--- src/rtl/systolic_feeder_if.sv ---
// rtl/systolic_feeder_if.sv - host write/run bus of the systolic feeder
interface systolic_feeder_if #(
  parameter int DATA_W = 32
);
  logic              wr_en;
  logic              wr_sel;
  logic [3:0]        wr_addr;
  logic [DATA_W-1:0] wr_data;
  logic              wr_ready;
  logic              start;
  logic              busy;
  logic              done;

  modport master (
    output wr_en, wr_sel, wr_addr, wr_data, start,
    input  wr_ready, busy, done
  );

  modport slave (
    input  wr_en, wr_sel, wr_addr, wr_data, start,
    output wr_ready, busy, done
  );
endinterface

--- src/rtl/systolic_feeder.sv ---
// rtl/systolic_feeder.sv - 3x3 weight/activation staging and skewed feed for the systolic array
// Optional weight reuse (skip LOAD_W when weights unchanged): SYSTOLIC_FEEDER_WEIGHT_REUSE_EN
module systolic_feeder #(
  parameter int DATA_W       = 32,
  parameter int DRAIN_CYCLES = 3
) (
  input  logic              clk,
  input  logic              rst,
  systolic_feeder_if.slave  host,
  output logic [DATA_W-1:0] west0,
  output logic [DATA_W-1:0] west3,
  output logic [DATA_W-1:0] west6,
  output logic [DATA_W-1:0] weight0,
  output logic [DATA_W-1:0] weight1,
  output logic [DATA_W-1:0] weight2,
  output logic [DATA_W-1:0] weight3,
  output logic [DATA_W-1:0] weight4,
  output logic [DATA_W-1:0] weight5,
  output logic [DATA_W-1:0] weight6,
  output logic [DATA_W-1:0] weight7,
  output logic [DATA_W-1:0] weight8,
  output logic              compute,
  output logic              weight_en
);
  typedef enum logic [2:0] {IDLE, LOAD_W, STREAM, DRAIN, DONE} state_t;

  localparam int             CNT_W       = 8;
  localparam logic [CNT_W-1:0] STREAM_LAST = CNT_W'(4);
  localparam logic [CNT_W-1:0] DRAIN_LAST  = CNT_W'(DRAIN_CYCLES - 1);

  state_t            state, state_nxt;
  logic [CNT_W-1:0]  cnt, cnt_nxt;
  logic [DATA_W-1:0] act [9];
  logic [DATA_W-1:0] wgt [9];
  logic [DATA_W-1:0] act_fwd [9];
  logic [DATA_W-1:0] west0_nxt, west3_nxt, west6_nxt;
  logic              wr_accept;
  logic              load_needed;

  assign wr_accept = (state == IDLE) && host.wr_en && (host.wr_addr < 4'd9);

`ifdef SYSTOLIC_FEEDER_WEIGHT_REUSE_EN
  logic dirty;

  always_ff @(posedge clk) begin
    if (rst)
      dirty <= 1'b1;
    else if (wr_accept && host.wr_sel)
      dirty <= 1'b1;
    else if (state == LOAD_W)
      dirty <= 1'b0;
  end

  // A weight write landing on the start edge must still force a reload.
  assign load_needed = dirty || (wr_accept && host.wr_sel);
`else
  assign load_needed = 1'b1;
`endif

  always_ff @(posedge clk) begin
    if (rst) begin
      for (int i = 0; i < 9; i++) begin
        act[i] <= '0;
        wgt[i] <= '0;
      end
    end else if (wr_accept) begin
      if (host.wr_sel)
        wgt[host.wr_addr] <= host.wr_data;
      else
        act[host.wr_addr] <= host.wr_data;
    end
  end

  // Bypass so a same-edge activation write reaches a run that skips LOAD_W.
  always_comb begin
    for (int i = 0; i < 9; i++)
      act_fwd[i] = (wr_accept && !host.wr_sel && host.wr_addr == 4'(i)) ? host.wr_data : act[i];
  end

  always_ff @(posedge clk) begin
    if (rst) begin
      state <= IDLE;
      cnt   <= '0;
      west0 <= '0;
      west3 <= '0;
      west6 <= '0;
    end else begin
      state <= state_nxt;
      cnt   <= cnt_nxt;
      west0 <= west0_nxt;
      west3 <= west3_nxt;
      west6 <= west6_nxt;
    end
  end

  always_comb begin
    state_nxt = state;
    case (state)
      IDLE:    if (host.start) state_nxt = load_needed ? LOAD_W : STREAM;
      LOAD_W:  state_nxt = STREAM;
      STREAM:  if (cnt == STREAM_LAST) state_nxt = (DRAIN_CYCLES == 0) ? DONE : DRAIN;
      DRAIN:   if (cnt == DRAIN_LAST) state_nxt = DONE;
      DONE:    state_nxt = IDLE;
      default: state_nxt = IDLE;
    endcase
    cnt_nxt = (state_nxt == state && state_nxt != IDLE) ? cnt + CNT_W'(1) : '0;
  end

  // West values are computed one edge ahead so they line up with compute.
  always_comb begin
    west0_nxt = '0;
    west3_nxt = '0;
    west6_nxt = '0;
    if (state_nxt == STREAM) begin
      case (cnt_nxt)
        CNT_W'(0): west0_nxt = act_fwd[0];
        CNT_W'(1): begin west0_nxt = act_fwd[1]; west3_nxt = act_fwd[3]; end
        CNT_W'(2): begin west0_nxt = act_fwd[2]; west3_nxt = act_fwd[4]; west6_nxt = act_fwd[6]; end
        CNT_W'(3): begin west3_nxt = act_fwd[5]; west6_nxt = act_fwd[7]; end
        CNT_W'(4): west6_nxt = act_fwd[8];
        default: ;
      endcase
    end
  end

  always_comb begin
    weight_en     = (state == LOAD_W);
    compute       = (state == STREAM) || (state == DRAIN);
    host.done     = (state == DONE);
    host.busy     = (state != IDLE);
    host.wr_ready = (state == IDLE);
  end

  assign weight0 = wgt[0];
  assign weight1 = wgt[1];
  assign weight2 = wgt[2];
  assign weight3 = wgt[3];
  assign weight4 = wgt[4];
  assign weight5 = wgt[5];
  assign weight6 = wgt[6];
  assign weight7 = wgt[7];
  assign weight8 = wgt[8];
endmodule

--- src/flat_wrapper.sv ---
// flat-port wrapper written by rule: the top's interface ports become plain ports
module systolic_feeder_flat 
#(
  parameter int DATA_W       = 32,
  parameter int DRAIN_CYCLES = 3
)
  (clk, rst, west0, west3, west6, weight0, weight1, weight2, weight3, weight4, weight5, weight6, weight7, weight8, compute, weight_en, host_wr_en, host_wr_sel, host_wr_addr, host_wr_data, host_start, host_wr_ready, host_busy, host_done);
  systolic_feeder_if #(.DATA_W(DATA_W)) host_i ();
  input  logic clk;
  input  logic rst;
  output logic [DATA_W-1:0] west0;
  output logic [DATA_W-1:0] west3;
  output logic [DATA_W-1:0] west6;
  output logic [DATA_W-1:0] weight0;
  output logic [DATA_W-1:0] weight1;
  output logic [DATA_W-1:0] weight2;
  output logic [DATA_W-1:0] weight3;
  output logic [DATA_W-1:0] weight4;
  output logic [DATA_W-1:0] weight5;
  output logic [DATA_W-1:0] weight6;
  output logic [DATA_W-1:0] weight7;
  output logic [DATA_W-1:0] weight8;
  output logic compute;
  output logic weight_en;
  input wire logic [$bits(host_i.wr_en)-1:0] host_wr_en;
  input wire logic [$bits(host_i.wr_sel)-1:0] host_wr_sel;
  input wire logic [$bits(host_i.wr_addr)-1:0] host_wr_addr;
  input wire logic [$bits(host_i.wr_data)-1:0] host_wr_data;
  input wire logic [$bits(host_i.start)-1:0] host_start;
  output wire logic [$bits(host_i.wr_ready)-1:0] host_wr_ready;
  output wire logic [$bits(host_i.busy)-1:0] host_busy;
  output wire logic [$bits(host_i.done)-1:0] host_done;
  assign host_i.wr_en = host_wr_en;
  assign host_i.wr_sel = host_wr_sel;
  assign host_i.wr_addr = host_wr_addr;
  assign host_i.wr_data = host_wr_data;
  assign host_i.start = host_start;
  assign host_wr_ready = host_i.wr_ready;
  assign host_busy = host_i.busy;
  assign host_done = host_i.done;
  systolic_feeder #(.DATA_W(DATA_W), .DRAIN_CYCLES(DRAIN_CYCLES)) u_core (.clk(clk), .rst(rst), .host(host_i), .west0(west0), .west3(west3), .west6(west6), .weight0(weight0), .weight1(weight1), .weight2(weight2), .weight3(weight3), .weight4(weight4), .weight5(weight5), .weight6(weight6), .weight7(weight7), .weight8(weight8), .compute(compute), .weight_en(weight_en));
endmodule
--- config.mk ---
export PLATFORM = sky130hd
export DESIGN_NAME = systolic_feeder_flat
export DESIGN_NICKNAME = d
export VERILOG_FILES = /design/src/rtl/systolic_feeder_if.sv /design/src/rtl/systolic_feeder.sv /design/src/flat_wrapper.sv
export SDC_FILE = /design/constraint.sdc
export NUM_CORES = 1
export LEC_CHECK = 0
export BUFFER_PORTS_ARGS = -buffer_cell sky130_fd_sc_hd__buf_4
export CORE_MARGIN = 8
export CORE_UTILIZATION = 52
export DETAILED_ROUTE_END_ITERATION = 10
export PLACE_DENSITY = 0.76
export SYNTH_ARGS = -nofsm -noshare
export SYNTH_HDL_FRONTEND = slang
export SYNTH_SLANG_ARGS = --single-unit
--- constraint.sdc ---
create_clock -name clk -period 2.81 [get_ports clk]
set_input_delay 0.7025 -clock clk [delete_from_list [all_inputs] [get_ports clk]]
set_output_delay 0.7025 -clock clk [all_outputs]
set_load 0.01 [all_outputs]
==> summary.txt <==
Setup path
  • Crit Path Max Fanout: 37
  • Critical Path RT: 3.33 ns
  • R2R Path End: u_core.west0[0]
  • Critical Path AT: about 3.2 ns
  • Worst setup EP type: register
  • Setup CP Type: register to register
  • Worst reg2reg path depth: 9
  • RR Startpoint: u_core.cnt[0]
  • Worst R2R Setup Slack: about 0.12 ns
  • Startpoint Class: register

Route
  • Pre-antenna DRT Iters: 5
  • Vias: about 20000
  • Initial DRC Count: between 1500 and 2000
  • Post-route ant nets: 0
  • Post-DR wirelength/cell: about 24 um
  • Drt drc: 0
  • Routed wire length: between 80000 and 90000 um
  • Via density: 5.62

Power
  • Peak VDD IR: about 390 uV
  • Power density over cell area: around 600 mW/mm2
  • Net Switching: ~5 mW
  • Switching Fraction: around 22%
  • Leak Pwr: between 10 and 15 nW
  • Register share of total power: between 50% and 60%
  • Power Internal: 17.3 mW
  • Combinational power share: approximately 6.9%
  • Clk pwr share: a little over two fifths

Layout
  • Area grow syn2layout: 22.2%
  • Fin cells: 3470
  • Most common cell after layout, fill and taps aside: and2_1
  • Layout cell share with drive strength beyond 1: around 28%
  • Net count, final: between 2000 and 3000
  • Fill cells: approximately 4200
  • Most frequent cells in the layout: 580 x and2_1, 576 x edfxtp_1, 479 x buf_4

CTS
  • Root Driver: clkbuf_16
  • Clk buf depth: 3
  • CTS tree: built
  • Reg clk slew, reported paths: around 0.06 ns
  • Hold Buf Count CTS: 0
  • Num CTS Buffers: 72
  • Clock latency at the later pin of the worst-skew pair: 0.62 ns
  • H-Tree Depth: 3
  • CTS Sinks: between 600 and 700

Synth
  • Adder-Cell Fraction of Synth Area: less than 1%
  • Synth area leaders: edfxtp_1 57%, and2_1 12%, dfxtp_1 7.1%
  • Area leader, netlist: edfxtp_1
  • EDFF count, synth: 576
  • Compound-Gate Fraction of Synth Area: 5.62%
  • Unique masters post-synth: 53
  • Seq/Total Area, Yosys: 64.1%
  • Asr flop ratio synth: 0%
  • YS warnings: 0
  • Largest family of logic cells by synthesized area: simple AND/OR/NAND/NOR gates
  • Synth top area share: 57.1%
  • Post-Syn Nets: around 2400
  • Top FF cell, synth: edfxtp_1
  • XOR/XNOR share of the synthesized area: less than 1%
  • Synth Area per Inst: 13.1 um2
  • Post-synthesis mux area share: between 8 and 9%
  • #FFs+latches synth: 683
  • Syn Inst Count: about 2300
  • Synth Area in Simple Gates: about 17%
  • Cell Area, Synth: ~0.030 mm2

Floorplanning
  • Initial core utilization: 52.5%
  • Chip Width: 257 um
  • Std cell rows: just under 90
  • Num ports: 430
  • Core Region: between 0.05 and 0.06 mm2
  • Die area: about 0.066 mm2
  • Die extent in y: ~260 um

Min path
  • Hold EP: u_core.state[1]
  • Min-delay worst type: input pin to register
  • Min-Delay Startpoint: rst
  • Hold Path Cell Cnt: 3

Global route
  • Vias in the first global route: between 15000 and 20000
  • GRT Residual Overflow: 0
  • First-pass GRT wire length: ~120000 um
  • Largest net degree at the start of global routing: just under 100
  • Initial antenna violation count: 1
  • GR Util All Layers: roughly 24%

Job
  • Max Cap Viol: 0

Timing
  • RSZ-0062 raised after global routing: false
  • Worst Skew: roughly 0.029 ns
  • Max Slew Vio Count: 0
  • Period utilization: between 90% and 100%
  • Setup TNS: 0 ns
  • Final hold violation count: 0
  • Min cycle time layout: around 2.7 ns
  • Slew HR: 56.9%
  • Worst Tran Pin Value: around 0.65 ns
  • Final setup viols: 0
  • F_max: about 370 MHz

Place
  • Final RePlAce weighted congestion: roughly 0.90
  • Number of port buffers: 429
  • Post-detail-place hpwl: between 50000 and 60000 um
  • Dpl cells: 3336

Status
  • Status: complete, no violations
Yosys cell counts (2+ instances only):
library cell / number
ha_1: 3
nand2b_1: 8
and3_1: 4
edfxtp_1: 576
mux2i_1: 193
inv_1: 38
and3b_1: 3
mux2_1: 8
buf_4: 25
buf_2: 27
o31a_1: 31
and2_1: 580
o22a_1: 33
o211ai_1: 63
xnor2_1: 4
buf_6: 8
nor4_1: 2
nor2b_1: 5
nand4_1: 41
nor3_1: 109
buf_1: 14
o22ai_2: 29
a31o_2: 3
o22ai_1: 5
dfxtp_1: 107
xor2_1: 3
clkbuf_1: 184
nand3_1: 6
or2_2: 16
nor2_1: 25
nor4_4: 5
nand2_1: 41
a21oi_1: 34
mux2_2: 54
area by class of cell:
class / count / area, um2 / share of cell area, %
diodes: 2 / 5.00 / 0.0135
well taps: 765 / 957 / 2.58
clock buffers: 96 / 1960 / 5.30
clock inverters: 36 / 360 / 0.973
multi-input cells: 1327 / 9700 / 26.2
repair buffers: 523 / 4480 / 12.1
inverters: 38 / 143 / 0.385
flip-flops and latches: 683 / 19400 / 52.5
worst max path at each step:
stage	to	slack, ns	startpoint	depth (start not counted)
after floorplan	u_core.act[3][0]	0.02	host_wr_addr[3]	5
after global routing	u_core.west3[4]	0.02	u_core.cnt[0]	9
after global placement	u_core.wgt[6][15]	0.11	host_wr_addr[3]	8
after detailed placement	u_core.wgt[6][19]	0.02	host_wr_addr[3]	8
final	u_core.west0[0]	0.12	u_core.cnt[0]	9
after CTS	u_core.west3[5]	0.10	u_core.cnt[0]	9
sequential cells by signal, indices dropped and copies added (netlist names):
name,cells
u_core.cnt,8
u_core.west3,32
u_core.west0,32
u_core.wgt,288
u_core.west6,32
u_core.state,3
u_core.act,288
critical path: stages (launching register included):
cell,delay [ns]
dfxtp_1,0.32
buf_4,0.18
ha_1,0.27
and3_1,0.27
nor2b_2,0.21
o22ai_4,0.10
or4_2,0.67
buf_12,0.21
buf_4,0.21
o22ai_1,0.12
power groups by stage:
stage,registers [mW],logic [mW],clock network (mW)
floorplan,11.7,0.698,0
CTS,11.4,1.55,9.47
global placement,11.6,1.52,0
finish,11.4,1.54,9.34
detailed placement,11.6,1.55,0
global route,11.5,1.64,9.84
timing repair:
action,CTS,global route
resized for setup,0,3
setup endpoints to repair,0,24
hold endpoints to repair,0,0
setup buffers,0,0
metrics by stage:
| stage | area (um2) | util, % | setup slack (ns) | power (mW) | hold slack (ns) |
|---|---|---|---|---|---|
| 3_3_place_gp | 34700 | 60.1 | 0.107 | 13.1 | 0.533 |
| 6_report | 37000 | 64.2 | 0.123 | 22.3 | 0.422 |
| 5_1_grt | 37000 | 64.2 | 0.0197 | 22.9 | 0.414 |
| 3_5_place_dp | 34700 | 60.1 | 0.0213 | 13.2 | 0.543 |
| 4_1_cts | 37000 | 64.2 | 0.104 | 22.5 | 0.397 |
| 2_1_floorplan | 30300 | - | 0.0202 | 12.4 | 0.518 |
logic make-up (layout without fill, tap and decap cells):
| family | count (synthesis) | in the layout |
|---|---|---|
| buffers and inverters | 296 | 693 |
| adders and majority gates | 3 | 3 |
| DFF | 683 | 683 |
| and+or+nand+nor | 854 | 854 |
| muxes | 255 | 255 |
| AOI/OAI and AO/OA | 208 | 208 |
| xor gates and xnor gates | 7 | 7 |
| other | 0 | 2 |
per-layer routing:
| metal | global-route usage (%) | share of wire [%] | vias to the layer above |
|---|---|---|---|
| met5 | 0 | 0.016 | - |
| met4 | 7.94 | 2.7 | 2 |
| met3 | 5.25 | 8.4 | 122 |
| met2 | 39.4 | 48 | 933 |
| met1 | 31.9 | 41 | 9566 |
| li1 | - | - | 8885 |
No activity file was read; power rests on OpenSTA's default activity.
